`src/rtl/codec_sample_receiver_pkg.sv`:
```
// Shared audio constants and types for the codec sample path.
package codec_sample_receiver_pkg;

   localparam int unsigned SAMPLE_W   = 16;
   // FIFO depth shared with the recorder on the consumer side
   localparam int unsigned FIFO_DEPTH = 16;

   typedef logic [SAMPLE_W-1:0] sample_t;

endpackage

```
`src/rtl/codec_sample_receiver_if.sv`:
```
// Valid/ready sample stream from the receiver to a downstream consumer.
interface codec_sample_receiver_if
   import codec_sample_receiver_pkg::*;
#(
   parameter int unsigned DATA_W = SAMPLE_W
) ();

   logic              sample_valid;
   logic              sample_ready;
   logic [DATA_W-1:0] sample_out;

   modport master (
      output sample_valid,
      output sample_out,
      input  sample_ready
   );

   modport slave (
      input  sample_valid,
      input  sample_out,
      output sample_ready
   );

endinterface

```
`src/rtl/codec_sample_receiver_sync_fifo.sv`:
```
// First-word fall-through synchronous FIFO; extra pointer MSB separates full from empty.
module codec_sample_receiver_sync_fifo #(
   parameter int unsigned DATA_W = 16,
   parameter int unsigned DEPTH  = 16,
   localparam int unsigned AddrW = $clog2(DEPTH)
) (
   input  logic              clk_i,
   input  logic              rst_ni,
   input  logic              push_i,
   input  logic              pop_i,
   input  logic [DATA_W-1:0] wdata_i,
   output logic [DATA_W-1:0] rdata_o,
   output logic              full_o,
   output logic              empty_o,
   output logic [AddrW:0]    count_o
);

   logic [DATA_W-1:0] mem_q [DEPTH];
   logic [AddrW:0]    wr_ptr_q, wr_ptr_d;
   logic [AddrW:0]    rd_ptr_q, rd_ptr_d;
   logic              rd_en;

   assign count_o = wr_ptr_q - rd_ptr_q;
   assign full_o  = (count_o == (AddrW + 1)'(DEPTH));
   assign empty_o = (wr_ptr_q == rd_ptr_q);
   assign rd_en   = pop_i & ~empty_o;
   // Drive zero while empty so the head output is defined after reset
   assign rdata_o = empty_o ? '0 : mem_q[rd_ptr_q[AddrW-1:0]];

   // Pointer next-state; wrap comes for free from the fixed width
   always_comb begin
      wr_ptr_d = wr_ptr_q;
      rd_ptr_d = rd_ptr_q;
      if (push_i) wr_ptr_d = wr_ptr_q + 1'b1;
      if (rd_en)  rd_ptr_d = rd_ptr_q + 1'b1;
   end

   // Pointer registers, emptied asynchronously by reset
   always_ff @(posedge clk_i or negedge rst_ni) begin
      if (!rst_ni) begin
         wr_ptr_q <= '0;
         rd_ptr_q <= '0;
      end else begin
         wr_ptr_q <= wr_ptr_d;
         rd_ptr_q <= rd_ptr_d;
      end
   end

   // Storage array; contents are not reset
   always_ff @(posedge clk_i) begin
      if (push_i) mem_q[wr_ptr_q[AddrW-1:0]] <= wdata_i;
   end

endmodule

```
`src/rtl/codec_sample_receiver.sv`:
```
// Captures a codec ADC sample per new_frame rising edge, decimates, and queues it for a consumer.
module codec_sample_receiver
   import codec_sample_receiver_pkg::*;
#(
   parameter int unsigned DATA_W = SAMPLE_W,
   parameter int unsigned DEPTH  = FIFO_DEPTH,
   parameter int unsigned ADDR_W = $clog2(DEPTH),
   parameter int unsigned DECIM  = 1
) (
   input  logic                   clk,
   input  logic                   reset_n,
   input  logic                   new_frame,
   input  logic [DATA_W-1:0]      sample_in,
   input  logic                   capture_en,
   input  logic                   clear_overflow,
   codec_sample_receiver_if.master rx,
   output logic                   new_sample_captured,
   output logic                   overflow,
   output logic [ADDR_W:0]        fill_level
);

   logic       new_frame_q;
   logic [7:0] decim_cnt_q, decim_cnt_d;
   logic       overflow_q, overflow_d;
   logic       captured_q;
   logic       frame_edge, take, push, pop, full, empty, full_eff;

   assign frame_edge = new_frame & ~new_frame_q;
   assign take       = frame_edge & capture_en & (decim_cnt_q == 8'(DECIM - 1));
   assign pop        = rx.sample_valid & rx.sample_ready;
   // A pop in the same cycle frees the slot a full FIFO needs
   assign full_eff   = full & ~pop;
   assign push       = take & ~full_eff;

   assign rx.sample_valid     = ~empty;
   assign new_sample_captured = captured_q;
   assign overflow            = overflow_q;

   // Decimation count and sticky overflow next-state
   always_comb begin
      decim_cnt_d = decim_cnt_q;
      if (frame_edge && capture_en) begin
         decim_cnt_d = take ? 8'd0 : decim_cnt_q + 8'd1;
      end
      overflow_d = overflow_q;
      if (take && full_eff)    overflow_d = 1'b1;
      else if (clear_overflow) overflow_d = 1'b0;
   end

   // Edge register resets high so a level held across reset release is not a frame
   always_ff @(posedge clk or negedge reset_n) begin
      if (!reset_n) begin
         new_frame_q <= 1'b1;
         decim_cnt_q <= '0;
         overflow_q  <= 1'b0;
         captured_q  <= 1'b0;
      end else begin
         new_frame_q <= new_frame;
         decim_cnt_q <= decim_cnt_d;
         overflow_q  <= overflow_d;
         captured_q  <= push;
      end
   end

   codec_sample_receiver_sync_fifo #(
      .DATA_W (DATA_W),
      .DEPTH  (DEPTH)
   ) u_fifo (
      .clk_i   (clk),
      .rst_ni  (reset_n),
      .push_i  (push),
      .pop_i   (pop),
      .wdata_i (sample_in),
      .rdata_o (rx.sample_out),
      .full_o  (full),
      .empty_o (empty),
      .count_o (fill_level)
   );

endmodule
```
`src/flat_wrapper.sv`:
```
// flat-port wrapper written by rule: the top's interface ports become plain ports
module codec_sample_receiver_flat import codec_sample_receiver_pkg::*;
#(
   parameter int unsigned DATA_W = SAMPLE_W,
   parameter int unsigned DEPTH  = FIFO_DEPTH,
   parameter int unsigned ADDR_W = $clog2(DEPTH),
   parameter int unsigned DECIM  = 1
)
  (clk, reset_n, new_frame, sample_in, capture_en, clear_overflow, new_sample_captured, overflow, fill_level, rx_sample_valid, rx_sample_out, rx_sample_ready);
  codec_sample_receiver_if #(.DATA_W(DATA_W)) rx_i ();
  input  logic clk;
  input  logic reset_n;
  input  logic new_frame;
  input  logic [DATA_W-1:0] sample_in;
  input  logic capture_en;
  input  logic clear_overflow;
  output logic new_sample_captured;
  output logic overflow;
  output logic [ADDR_W:0] fill_level;
  output wire logic [$bits(rx_i.sample_valid)-1:0] rx_sample_valid;
  output wire logic [$bits(rx_i.sample_out)-1:0] rx_sample_out;
  input wire logic [$bits(rx_i.sample_ready)-1:0] rx_sample_ready;
  assign rx_sample_valid = rx_i.sample_valid;
  assign rx_sample_out = rx_i.sample_out;
  assign rx_i.sample_ready = rx_sample_ready;
  codec_sample_receiver #(.DATA_W(DATA_W), .DEPTH(DEPTH), .ADDR_W(ADDR_W), .DECIM(DECIM)) u_core (.clk(clk), .reset_n(reset_n), .new_frame(new_frame), .sample_in(sample_in), .capture_en(capture_en), .clear_overflow(clear_overflow), .rx(rx_i), .new_sample_captured(new_sample_captured), .overflow(overflow), .fill_level(fill_level));
endmodule
```
`config.mk`:
```
export PLATFORM = sky130hd
export DESIGN_NAME = codec_sample_receiver_flat
export DESIGN_NICKNAME = d
export VERILOG_FILES = /design/src/rtl/codec_sample_receiver_pkg.sv /design/src/rtl/codec_sample_receiver_if.sv /design/src/rtl/codec_sample_receiver_sync_fifo.sv /design/src/rtl/codec_sample_receiver.sv /design/src/flat_wrapper.sv
export SDC_FILE = /design/constraint.sdc
export NUM_CORES = 1
export LEC_CHECK = 0
export BUFFER_PORTS_ARGS = -buffer_cell sky130_fd_sc_hd__buf_2
export CORE_MARGIN = 2
export CORE_UTILIZATION = 40
export DETAILED_ROUTE_END_ITERATION = 12
export HOLD_SLACK_MARGIN = 0.03
export SYNTH_ARGS = -nofsm -noshare
export SYNTH_HDL_FRONTEND = slang
export SYNTH_SLANG_ARGS = --single-unit
```
`constraint.sdc`:
```
create_clock -name clk -period 4.39 [get_ports clk]
set_input_delay 0.439 -clock clk [delete_from_list [all_inputs] [get_ports clk]]
set_output_delay 0.439 -clock clk [all_outputs]
set_load 0.05 [all_outputs]
```
Word-level counts from Yosys, hierarchy flattened
Memory sizes are Yosys's and may differ from the RTL's.
Index checks and enable logic that the tools add are counted.
Cells by class
  $add $sub $neg: 4
  equality and inequality tests: 2
  multiplexer cells: 6
  bitwise logic cells: 11
  reduce and logical (&&, ||, !) cells: 4
Operators with widths (count)
  two-way mux 16 bit: 1
  adder 5 x 1 -> 5 bit, second input constant: 2
  adder 8 x 1 -> 8 bit, second input constant: 1
  logical NOT 8 bit: 1
  two-way mux 8 bit: 1
  AND 1 bit: 7
  equality test 5 bit: 1
  equality test 5 bit, second input constant: 1
  subtractor 5 bit: 1
  two-way mux 1 bit: 4
  inverter 1 bit: 4
  logical AND 1 bit: 2
  nonzero test 2 bit: 1
Storage, ports and cells
  bits in registers: 21
  bits in writable memories: 256
  input bits: 22
  output and inout bits: 24
  word-level logic and storage cells: 34
  memories: 1
Memory list
  u_core.u_fifo.mem_q: words 16, width 16, read ports 1, clocked after memory_dff 0, wr ports 1, line codec_sample_receiver_sync_fifo.sv:18  | logic [DATA_W-1:0] mem_q [DEPTH];

Depth between registers and ports, before layout
Gate-level depths: netlist of the first run.
  depth after elaboration: 9
  depth in mapped cells: 10

Hierarchy
Synthesis of the first run repeated with hierarchy kept, for this count alone.
Second synthesis, totals
  cells, all modules: 529
  area, all modules: 11053.1 µm²
By module, submodules not included
  codec_sample_receiver_sync_fifo: times used 1, cells each 480, area an instance 10507.6 µm²
  codec_sample_receiver: times used 1, cells each 49, area an instance 545.5 µm²

Least setup slack after synthesis of the first run
OpenSTA, ideal clock, no wires.
  kind: register -> register
  start point: reg u_core.u_fifo.rd_ptr_q[1]
  end point: mem u_core.u_fifo.mem_q[15][0] (enable)
  arrival time: 3432 ps
  required time: 3999 ps
  setup slack: 567 ps
  cell stages (with the launch flop): 9
  path buffers: 2
  cell sequence: dfrtp_1 -> buf_2 -> buf_1 -> inv_1 -> fa_1 -> xor2_1 -> or3_1 -> nor4_4 -> a211oi_2
RTL lines
  start, declared: line codec_sample_receiver_sync_fifo.sv:20  | logic [AddrW:0] rd_ptr_q, rd_ptr_d;
  start signal, assigned: line codec_sample_receiver_sync_fifo.sv:45  | rd_ptr_q <= rd_ptr_d;
  subtractor 5 bit: line codec_sample_receiver_sync_fifo.sv:23  | assign count_o = wr_ptr_q - rd_ptr_q;
  net fill_level[2]: line flat_wrapper.sv:19  | output logic [ADDR_W:0] fill_level;
  equality test 5 bit: line codec_sample_receiver_sync_fifo.sv:24  | assign full_o = (count_o == (AddrW + 1)'(DEPTH));
  AND 1 bit: line codec_sample_receiver.sv:32  | assign full_eff = full & ~pop;
  inverter 1 bit: line codec_sample_receiver.sv:33  | assign push = take & ~full_eff;
  AND 1 bit: line codec_sample_receiver.sv:33
  two-way mux 1 bit: line codec_sample_receiver_sync_fifo.sv:51  | if (push_i) mem_q[wr_ptr_q[AddrW-1:0]] <= wdata_i;
  two-way mux 1 bit (implied by the code): line codec_sample_receiver_sync_fifo.sv:51
  end, declared: line codec_sample_receiver_sync_fifo.sv:18
The timed path passes the listed nets, and every way through them passes these cells.

Worst setup path in the final report of the first run
  start point: reg u_core.u_fifo.rd_ptr_q[1]
  end point: out rx_sample_out[14]
On the way
  cells in the longest elaborated chain, start to end: 2
Ends and longest elaborated chain
  memory (16 x 16 bit) or equality test 5 bit (tied branches)
  two-way mux 16 bit *: line codec_sample_receiver_sync_fifo.sv:28  | assign rdata_o = empty_o ? '0 : mem_q[rd_ptr_q[AddrW-1:0]];
  end, declared: line flat_wrapper.sv:21  | output wire logic [$bits(rx_i.sample_out)-1:0] rx_sample_out;
Mark *: on every way between the ends. The rest lies on a longest branch, timed or not.

==> flow_summary_export.csv, run 1 <==
group,metric,value,unit
status,run_status,"finished, final reports clean",
detailed_routing,routedWlPerCell,26.0,um
timing,clock-skew-final,16.6,ps
clock_network,htreeDepth,1,
critical_path,critPathCaptureType,"primary output",
yosys,synth_fp_nets,533,
yosys,yosys.area_share.simple,3.91,%
yosys,netlist_instances,499,
placement,io_buffers,45,
critical_path,critPathMaxStageDelay,720,ps
global_route,grt_max_degree,68,
layout,area_delta_synth_final,12.7,%
clock_network,clock_latency,530,ps
yosys,synthMuxAreaShare,16.4,%
global_route,grt_pass1_vias,5344,
layout,multi_input_area,2670,um2
detailed_routing,maxUsedRoutingLayer,"met4",
layout,antenna_cells,0,
critical_path,crit_arrival,3030,ps
floorplanning,num_rows,60,
detailed_routing,vias_per_cell,5.45,
yosys,yosysTopAreaCellShare,69.7,%
detailed_routing,drt_iter0_drc,398,
floorplanning,core-area,27000,um2
clock_network,cts_buffers,27,
placement,gp_congestion,0.774,
global_route,antenna_found_initial,0,
placement,post-place-ws,1030,ps
critical_path,crit_family,"multiplexers",
yosys,avgSynthCellArea,22.1,um2
global_route,grt-ovfl-total,0,
pwr,leakage,4.12,nW
yosys,synth_warnings,0,
yosys,synth_cell_types,36,
detailed_routing,postRouteAntennaNets,0,
timing,rsz0062_at_grt,"no",
detailed_routing,vias,5029,
detailed_routing,met3_length,1060,um
floorplanning,die_h,170,um
critical_path,crit_chain,"buf_4 > mux4_2 > mux4_2 > nor2b_1 > buf_2",
clock_network,clock_path_buffers,3,
global_route,grt_pass1_wl,35100,um
placement,hpwl,15200,um
detailed_routing,drcViolationCount,0,
floorplanning,ios,46,
yosys,syn-cell-area,11000,um2
clock_network,post_cts_resized,0,
critical_path,cp_max_fo,66,
layout,fin_util,46.0,%
yosys,yosysTopAreaCell,"edfxtp_1",
timing,worst_slew_pin_slew,1050,ps
worst_hold_path,hold_class,"input pin to flop",
yosys,ys.flop_type,"edfxtp_1",
clock_network,root_buffer,"clkbuf_16",
timing,post-route-worst-setup-slack,918,ps
detailed_routing,wl_met2,12300,um
layout,nets,595,
timing,relSlewSlack,29.9,%
layout,fill_cells,2282,
layout,drive_above_1_share,31.6,%
yosys,ys_seq_elements,277,
floorplanning,dieWidth,170,um
yosys,synthXorXnorAreaFrac,1.35,%
timing,period_minus_slack,3470,ps
timing,setup_viol_count_final,0,
yosys,synth_edf_count,256,
detailed_routing,met1Wirelength,10300,um
pwr,total_power,8.41,mW
detailed_routing,dr.pass1.iters,4,
timing,hold_violations,0,
critical_path,path_buf_inv,2,
yosys,synth.area.top_cells,"edfxtp_1 (70%), mux4_2 (16%), dfrtp_1 (4.5%)",
timing,tns,0,ps
critical_path,crit_top_cell,"mux4_2",
pwr,ir_worst_vdd,1090,uV
yosys,synth_compound_gate_area_share,0.941,%
timing,fin_crit_sh,79.1,%
floorplanning,start_util,40.8,%
critical_path,cpMaxStageDelayCell,"buf_4",
critical_path,critPathLaunchType,"flop",
critical_path,worstPathRequired,3950,ps
detailed_routing,totalWireLength,24000,um
yosys,yosysSeqAreaShare,74.4,%
floorplanning,dieArea,28900,um2
critical_path,path_class,"flop to primary output",
timing,fmax,288,MHz
yosys,synth_top_family_by_area,"multiplexers",
pwr,p_per_area,676,nW/um2
global_route,grt_usage,17.0,%
layout,seq_area,8220,um2
clock_network,cts.sink_count,277,
job,maxCapViolations,0,
yosys,async_flop_share,7.58,%
timing,slew_violations,0,
clock_network,clkTransAtPathRegs,60,ps
clock_network,cts_tree,"built",
yosys,synth_fa_ha_area_share,1.43,%
## repair_timing
action                    CTS  global route
hold endpoints to repair   21             0
buffers inserted            0             0
hold buffers                2             0
## layout make-up
type | count | area share, %
well taps | 341 | 3.43
flip-flops and latches | 277 | 66.1
repair buffers | 52 | 2.37
clock inverters | 20 | 0.805
inverters | 13 | 0.392
multi-input cells | 190 | 21.4
clock buffers | 30 | 5.52
## worst register-to-register path, delay by kind of cell (launching register included)
| family | cells | cell delay, ps |
|---|---|---|
| flip-flops | 1 | 420 |
| AO/OA/AOI/OAI | 1 | 230 |
| XOR/XNOR | 1 | 170 |
| AND/OR/NAND/NOR | 3 | 1350 |
| buffers and inverters | 2 | 220 |
| adder cells (fa/ha/maj) | 2 | 590 |
## report_power, final
group / internal (mW) / total (mW) / switching [mW]
Clock: 1.13 / 2.05 / 0.925
Combinational: 1.19 / 3.31 / 2.12
Sequential: 2.97 / 3.05 / 0.0787
## layout by cell type, fill, tap and decap left out, types with 2 or more instances in the layout
cell type      count
edfxtp_1         256
mux4_2            80
buf_2             45
clkbuf_16         27
nor2b_1           18
dfrtp_1           18
and3_1            14
inv_1             12
ha_1              11
xnor2_1            9
clkinv_2           9
nand2_1            8
xor2_1             8
clkinv_1           8
nand4_1            5
nand3_1            5
a21oi_1            4
and2_1             4
buf_4              4
nor2_1             3
clkbuf_1           3
or3_1              2
nor4_4             2
a211oi_2           2
o22ai_1            2
o21ai_0            2
dlygate4sd3_1      2
## path summary, 6_finish.rpt
| check | slack (ps) | endpoint | cells past startpoint | from |
|---|---|---|---|---|
| max in group asynchronous | 3620 | u_core.u_fifo.rd_ptr_q[0]$_DFFE_PN0P_ | 2 | reset_n |
| min in group asynchronous | 400 | u_core.u_fifo.wr_ptr_q[0]$_DFFE_PN0P_ | 2 | reset_n |
| worst max register to register | 1020 | u_core.u_fifo.mem_q[10][11]$_DFFE_PP_ | 9 | u_core.u_fifo.wr_ptr_q[0]$_DFFE_PN0P_ |
| worst min register to register | 490 | u_core.u_fifo.wr_ptr_q[4]$_DFFE_PN0P_ | 1 | u_core.u_fifo.wr_ptr_q[4]$_DFFE_PN0P_ |
| worst min-delay path | 110 | u_core.overflow$_DFFE_PN0P_ | 2 | clear_overflow |
| worst max-delay path | 920 | rx_sample_out[14] | 5 | u_core.u_fifo.rd_ptr_q[1]$_DFFE_PN0P_ |
## through the flow
step | hold WS (ps) | area (um2) | instances
2_1_floorplan | 143 | 11000 | 499
3_3_place_gp | 423 | 11600 | 871
3_5_place_dp | 424 | 11600 | 871
4_1_cts | 96.6 | 12400 | 923
5_1_grt | 106 | 12400 | 923
6_report | 114 | 12400 | 923
## layer usage
layer / vias to the layer above / global-route usage [%]
met5: - / 0
met4: 0 / 3.38
met3: 30 / 2.58
met2: 134 / 29.4
met1: 2675 / 23.2
li1: 2190 / -
## kinds of logic after synthesis
family / after synthesis
multiplexers: 81
buffers and inverters: 32
flip-flops: 277
XOR/XNOR: 17
AND/OR/NAND/NOR: 67
adder cells (fa/ha/maj): 12
AO/OA/AOI/OAI: 13
## Yosys cell counts, types with 3 or more instances
| cell type | instances |
|---|---|
| and3_1 | 14 |
| nand4_1 | 5 |
| buf_2 | 4 |
| xnor2_1 | 9 |
| ha_1 | 11 |
| a21oi_1 | 4 |
| xor2_1 | 8 |
| nor2b_1 | 18 |
| dfrtp_1 | 20 |
| buf_1 | 4 |
| buf_6 | 5 |
| a211oi_2 | 3 |
| nor2_1 | 4 |
| nand3_1 | 5 |
| and2_1 | 4 |
| inv_1 | 12 |
| mux4_2 | 80 |
| clkbuf_1 | 5 |
| edfxtp_1 | 256 |
| nand2_1 | 8 |
## registers in the layout, indices dropped and copies added (netlist names)
name / cells
u_core.new_sample_captured: 1
u_core.overflow: 1
u_core.u_fifo.rd_ptr_q: 5
u_core.u_fifo.mem_q: 256
u_core.new_frame_q: 1
u_core.u_fifo.wr_ptr_q: 5
u_core.decim_cnt_q: 8
Power figures use the tool's default switching activity.
==> inputs of run 2 (changes only) <==
- clock period: 4.39 -> 3.1 ns (I/O delays scaled with it)
==> run 2 against run 1 <==
Compared with the run above:
- setup slack lost 870 ps
- cell count rose by 2.3%
- cell area increased by 5.8%
- critical path type unchanged
- count of clock-buffer cells in the layout fell by 1
- largest cell class unchanged
- clock skew is 3.6 ps lower
==> flow_summary_export.csv, run 2 (synthesis results as in run 1) <==
group,metric,value,unit
status,run_status,"finished, final reports clean",
timing,clock-skew-final,13.0,ps
floorplanning,num_rows,60,
detailed_routing,vias,5244,
layout,mostFrequentLayoutCells,"edfxtp_1 (256), mux4_2 (80), buf_2 (32)",
critical_path,crit_arrival,2740,ps
global_route,grt_pass1_wl,36900,um
critical_path,cpMaxStageDelayCell,"mux4_2",
layout,nets,616,
layout,fin_util,48.7,%
floorplanning,die_h,170,um
clock_network,root_buffer,"clkbuf_16",
layout,fin_area,13200,um2
critical_path,cp_max_fo,6,
timing,holdWs,219,ps
placement,placed_cell_area,11800,um2
global_route,antenna_found_initial,1,
critical_path,worstPathRequired,2790,ps
detailed_routing,postRouteAntennaNets,0,
critical_path,path_class,"flop to primary output",
global_route,grt-ovfl-total,0,
floorplanning,dieWidth,170,um
critical_path,cp.depth,6,
floorplanning,core-area,27000,um2
timing,relSlewSlack,67.6,%
detailed_routing,drt_iter0_drc,504,
timing,tns,0,ps
job,maxCapViolations,0,
global_route,grt_pass1_vias,5394,
timing,fin_crit_sh,98.5,%
layout,area_delta_synth_final,19.3,%
layout,largest_reg_flops,256,
timing,rsz0062_at_grt,"yes",
timing,hold_violations,0,
detailed_routing,routedWlPerCell,27.8,um
placement,gp_congestion,0.806,
timing,slew_violations,0,
critical_path,crit_chain,"buf_12 > clkbuf_16 > mux4_2 > mux4_2 > nor2b_1 > buf_2",
clock_network,clkTransAtPathRegs,60,ps
pwr,leakage,4.38,nW
critical_path,critPathMaxStageDelay,520,ps
floorplanning,ios,46,
critical_path,crit_top_cell,"mux4_2",
clock_network,clock_latency,520,ps
critical_path,path_buf_inv,3,
timing,period_minus_slack,3050,ps
pwr,ir_worst_vdd,1960,uV
clock_network,cts_tree,"built",
critical_path,r2r.worst_path.cells,11,
clock_network,htreeDepth,1,
detailed_routing,vias_per_cell,5.56,
critical_path,critPathCaptureType,"primary output",
clock_network,cts.sink_count,277,
layout,layout_commonest_cell,"edfxtp_1",
pwr,p_per_area,1020,nW/um2
detailed_routing,totalWireLength,26200,um
pwr,total_power,13.4,mW
timing,setup_viol_count_final,0,
critical_path,crit_family,"multiplexers",
worst_hold_path,hold_class,"input pin to flop",
global_route,grt_max_degree,67,
detailed_routing,dr.pass1.iters,4,
floorplanning,dieArea,28900,um2
placement,io_buffers,45,
critical_path,critPathLaunchType,"flop",
clock_network,cts_buffers,27,
clock_network,clock_path_buffers,3,
floorplanning,start_util,40.8,%
timing,fmax,327,MHz
detailed_routing,drcViolationCount,0,
timing,worst_slew_pin_slew,487,ps
layout,drive_above_1_share,37.4,%
placement,hpwl,15700,um
worst_hold_path,holdPathStages,1,
global_route,grt_usage,18.1,%
run 2: cell types whose count changed in the layout (fill, tap and decap cells not counted), sizes merged:
cell         previous run  this run
inv                    14        13
a21oi                   5         6
bufinv                  0         8
buf                    50        66
diode                   0         1
dlygate4sd3             2         3
clkinv                 18        11
clkbuf                 30        32
run 2: per-layer routing:
metal | wire length, um | vias to the layer above | track usage (%)
li1 | - | 2239 | -
met1 | 10500 | 2772 | 23.6
met2 | 13200 | 196 | 30.9
met3 | 1910 | 37 | 3.84
met4 | 573 | 0 | 5.24
met5 | 0 | - | 0
run 2: report_power, final:
group          total, mW  leakage [nW]  switching, mW  internal [mW]
clock network       3.60         0.482           1.35           2.26
logic               5.50          1.33           3.28           2.21
registers           4.32          2.57          0.115           4.20
total               13.4          4.38           4.75           8.67
run 2: stage by stage:
step	setup slack (ps)	cells
after detailed placement	40.8	879
after global routing	-16.2	943
after global placement	165	879
after floorplan	-81.4	499
after CTS	0.228	935
final	46.1	944
run 2: layout make-up:
type / count / area [um2]
sequential: 277 / 8220
tap: 341 / 427
inverter: 13 / 48.8
multi-input combinational: 191 / 2770
clock buffer: 29 / 683
timing repair buffer: 72 / 706
fill: 2154 / 13900
clock inverter: 20 / 302
antenna: 1 / 2.50
run 2: timing repair:
item                       in CTS  in global routing
cloned                          3                  4
hold endpoints to repair       22                  0
setup endpoints to repair      16                225
gates resized for setup         7                 42
hold buffers                    3                  0
setup buffers                   1                  4
pin swaps                       0                  2
run 2: final timing paths:
check                                                        end                             startpoint  slack, ps
max                                             rx_sample_out[1]  u_core.u_fifo.rd_ptr_q[0]$_DFFE_PN0P_         50
min                         u_core.u_fifo.mem_q[1][10]$_DFFE_PP_                          sample_in[10]        220
max reg2reg                 u_core.u_fifo.mem_q[11][3]$_DFFE_PP_  u_core.u_fifo.wr_ptr_q[0]$_DFFE_PN0P_        220
min reg2reg                    u_core.decim_cnt_q[7]$_DFFE_PN0P_      u_core.decim_cnt_q[7]$_DFFE_PN0P_        480
max in group asynchronous  u_core.u_fifo.rd_ptr_q[0]$_DFFE_PN0P_                                reset_n       2440
min in group asynchronous      u_core.decim_cnt_q[2]$_DFFE_PN0P_                                reset_n        280
==> inputs of run 3 (changes only) <==
- clock period: 3.1 -> 2.7 ns (I/O delays scaled with it)
==> run 3 against run 2 <==
Compared with the run above:
- die area unchanged
- cell area is 5.3% higher
- largest power group unchanged
- clock skew shrank 2.8 ps
- worst hold slack got worse by 110 ps
- critical path depth is 1 higher
- flip-flop and latch count is the same
- the flow now finishes with violations (setup timing)
==> flow_summary_export.csv, run 3 (synthesis results as in run 1) <==
group,metric,value,unit
timing,holdWs,109,ps
critical_path,critPathCaptureType,"primary output",
timing,fmax,334,MHz
detailed_routing,drcViolationCount,0,
timing,period_minus_slack,2990,ps
placement,io_buffers,45,
layout,seq_area,8220,um2
detailed_routing,dr.pass1.iters,4,
timing,worst_slew_pin_slew,699,ps
job,maxCapViolations,0,
critical_path,cp_max_fo,7,
timing,tns,-29660,ps
layout,drive_above_1_share,43.5,%
global_route,grt_most_used_layer,"met2",
floorplanning,dieWidth,170,um
clock_network,htreeDepth,1,
placement,hpwl,12600,um
clock_network,cts.sink_count,277,
floorplanning,num_rows,60,
pwr,pwr-share-seq,31.3,%
global_route,grt_usage,17.4,%
clock_network,root_buffer,"clkbuf_16",
pwr,clkPwrFrac,23.8,%
global_route,met3_usage,3.28,%
timing,relSlewSlack,53.3,%
worst_hold_path,hold_class,"input pin to flop",
layout,area_delta_synth_final,25.6,%
critical_path,crit_top_cell,"mux4_2",
clock_network,clock_latency,530,ps
timing,clock-skew-final,10.2,ps
layout,mostFrequentLayoutCells,"edfxtp_1 (256), mux4_2 (80), clkbuf_16 (29)",
clock_network,clkTransAtPathRegs,60,ps
clock_network,clock_path_buffers,3,
clock_network,cts_buffers,28,
global_route,grt-ovfl-total,0,
pwr,p_comb_share,44.9,%
timing,fin_crit_sh,111,%
timing,post-route-worst-setup-slack,-290,ps
critical_path,crit_family,"multiplexers",
global_route,antenna_found_initial,0,
floorplanning,dieArea,28900,um2
global_route,met1_usage,24.0,%
critical_path,critPathMaxStageDelay,490,ps
floorplanning,ios,46,
layout,largest_reg_flops,256,
placement,post-place-ws,-159,ps
status,violations,"setup timing",
global_route,grt_pass1_wl,36400,um
floorplanning,core-area,27000,um2
timing,slew_violations,0,
pwr,intPower,10.4,mW
timing,setup_viol_count_final,276,
detailed_routing,vias_per_cell,5.48,
critical_path,crit_arrival,2720,ps
timing,hold_violations,0,
pwr,leakage,4.71,nW
timing,rsz0062_at_grt,"yes",
global_route,grt_use_met2,28.3,%
detailed_routing,postRouteAntennaNets,0,
pwr,p_per_area,1140,nW/um2
detailed_routing,drt_iter0_drc,568,
critical_path,worstPathRequired,2430,ps
global_route,grt_max_degree,67,
layout,nets,663,
clock_network,cts_tree,"built",
floorplanning,start_util,40.8,%
layout,layout_commonest_cell,"edfxtp_1",
global_route,grt_pass1_vias,5722,
detailed_routing,vias,5441,
critical_path,critPathLaunchType,"flop",
pwr,p_sw_share,34.2,%
critical_path,path_buf_inv,4,
status,run_status,"complete, but fails checks",
critical_path,cpMaxStageDelayCell,"dfrtp_4",
layout,multi_input_area,2990,um2
pwr,power.switching,5.39,mW
layout,fill_cells,2095,
placement,gp_congestion,0.764,
detailed_routing,totalWireLength,24500,um
floorplanning,die_h,170,um
critical_path,path_class,"flop to primary output",
layout,fin_util,51.3,%
detailed_routing,routedWlPerCell,24.7,um
layout,antenna_cells,0,
critical_path,crit_chain,"buf_12 > buf_8 > buf_16 > mux4_2 > mux4_2 > nor2b_4 > buf_6",
pwr,ir_worst_vdd,1230,uV
[run 3: cell types whose count changed in the layout (fill, tap and decap cells not counted), sizes merged]
| cell | delta |
|---|---|
| buf | +40 |
| and3 | +8 |
| bufinv | -5 |
| clkbuf | +4 |
| clkinv | +2 |
| and2 | +1 |
| clkinvlp | -1 |
| diode | -1 |
[run 3: layout make-up]
class	instances	share of cell area (%)
Timing Repair Buffer	109	9.21
Clock inverter	16	1.03
Tap cell	341	3.08
Multi-Input combinational cell	200	21.6
Clock buffer	36	5.42
Sequential cell	277	59.3
Inverter	13	0.370
[run 3: stage by stage]
step / instances / instance area [um2] / power (mW)
after floorplan: 499 / 11200 / 9.24
after global placement: 889 / 11900 / 10.5
after detailed placement: 889 / 11900 / 10.6
after CTS: 986 / 13800 / 15.8
after global routing: 992 / 13900 / 16.4
final: 992 / 13900 / 15.8
[run 3: metal layers]
metal | vias up | part of all wire (%)
met2 | 168 | 50
met1 | 2880 | 42
met3 | 40 | 5.5
li1 | 2353 | -
met4 | 0 | 2.5
met5 | - | 0
[run 3: timing repair]
action                                  4_1_cts  5_1_grt
hold endpoints to repair                     22        0
pin swaps                                     9        4
cloned                                       15        2
hold buffers                                  3        0
resized for setup                            97       12
endpoints found under the setup margin      241      275
setup buffers                                29        5
[run 3: path summary, 6_finish.rpt]
| path | startpoint | endpoint | slack (ps) | cells after the start |
|---|---|---|---|---|
| worst max-delay path | u_core.u_fifo.rd_ptr_q[0]$_DFFE_PN0P_ | rx_sample_out[5] | -290 | 7 |
| worst min-delay path | sample_in[10] | u_core.u_fifo.mem_q[4][10]$_DFFE_PP_ | 110 | 1 |
| worst max register to register | u_core.u_fifo.rd_ptr_q[0]$_DFFE_PN0P_ | u_core.u_fifo.mem_q[9][7]$_DFFE_PP_ | -170 | 12 |
| worst min register to register | u_core.decim_cnt_q[7]$_DFFE_PN0P_ | u_core.decim_cnt_q[7]$_DFFE_PN0P_ | 480 | 1 |
| max in group asynchronous | reset_n | u_core.u_fifo.rd_ptr_q[0]$_DFFE_PN0P_ | 2090 | 2 |
| min in group asynchronous | reset_n | u_core.u_fifo.rd_ptr_q[0]$_DFFE_PN0P_ | 230 | 2 |
[run 3: power by group through the flow]
| stage | registers (mW) | logic (mW) | clock network (mW) |
|---|---|---|---|
| 2_1_floorplan | 5.02 | 4.22 | 0 |
| 3_5_place_dp | 5.02 | 5.54 | 0 |
| 3_3_place_gp | 5.01 | 5.46 | 0 |
| 5_1_grt | 4.94 | 7.46 | 4.00 |
| 4_1_cts | 4.93 | 7.11 | 3.81 |
| 6_report | 4.93 | 7.08 | 3.75 |
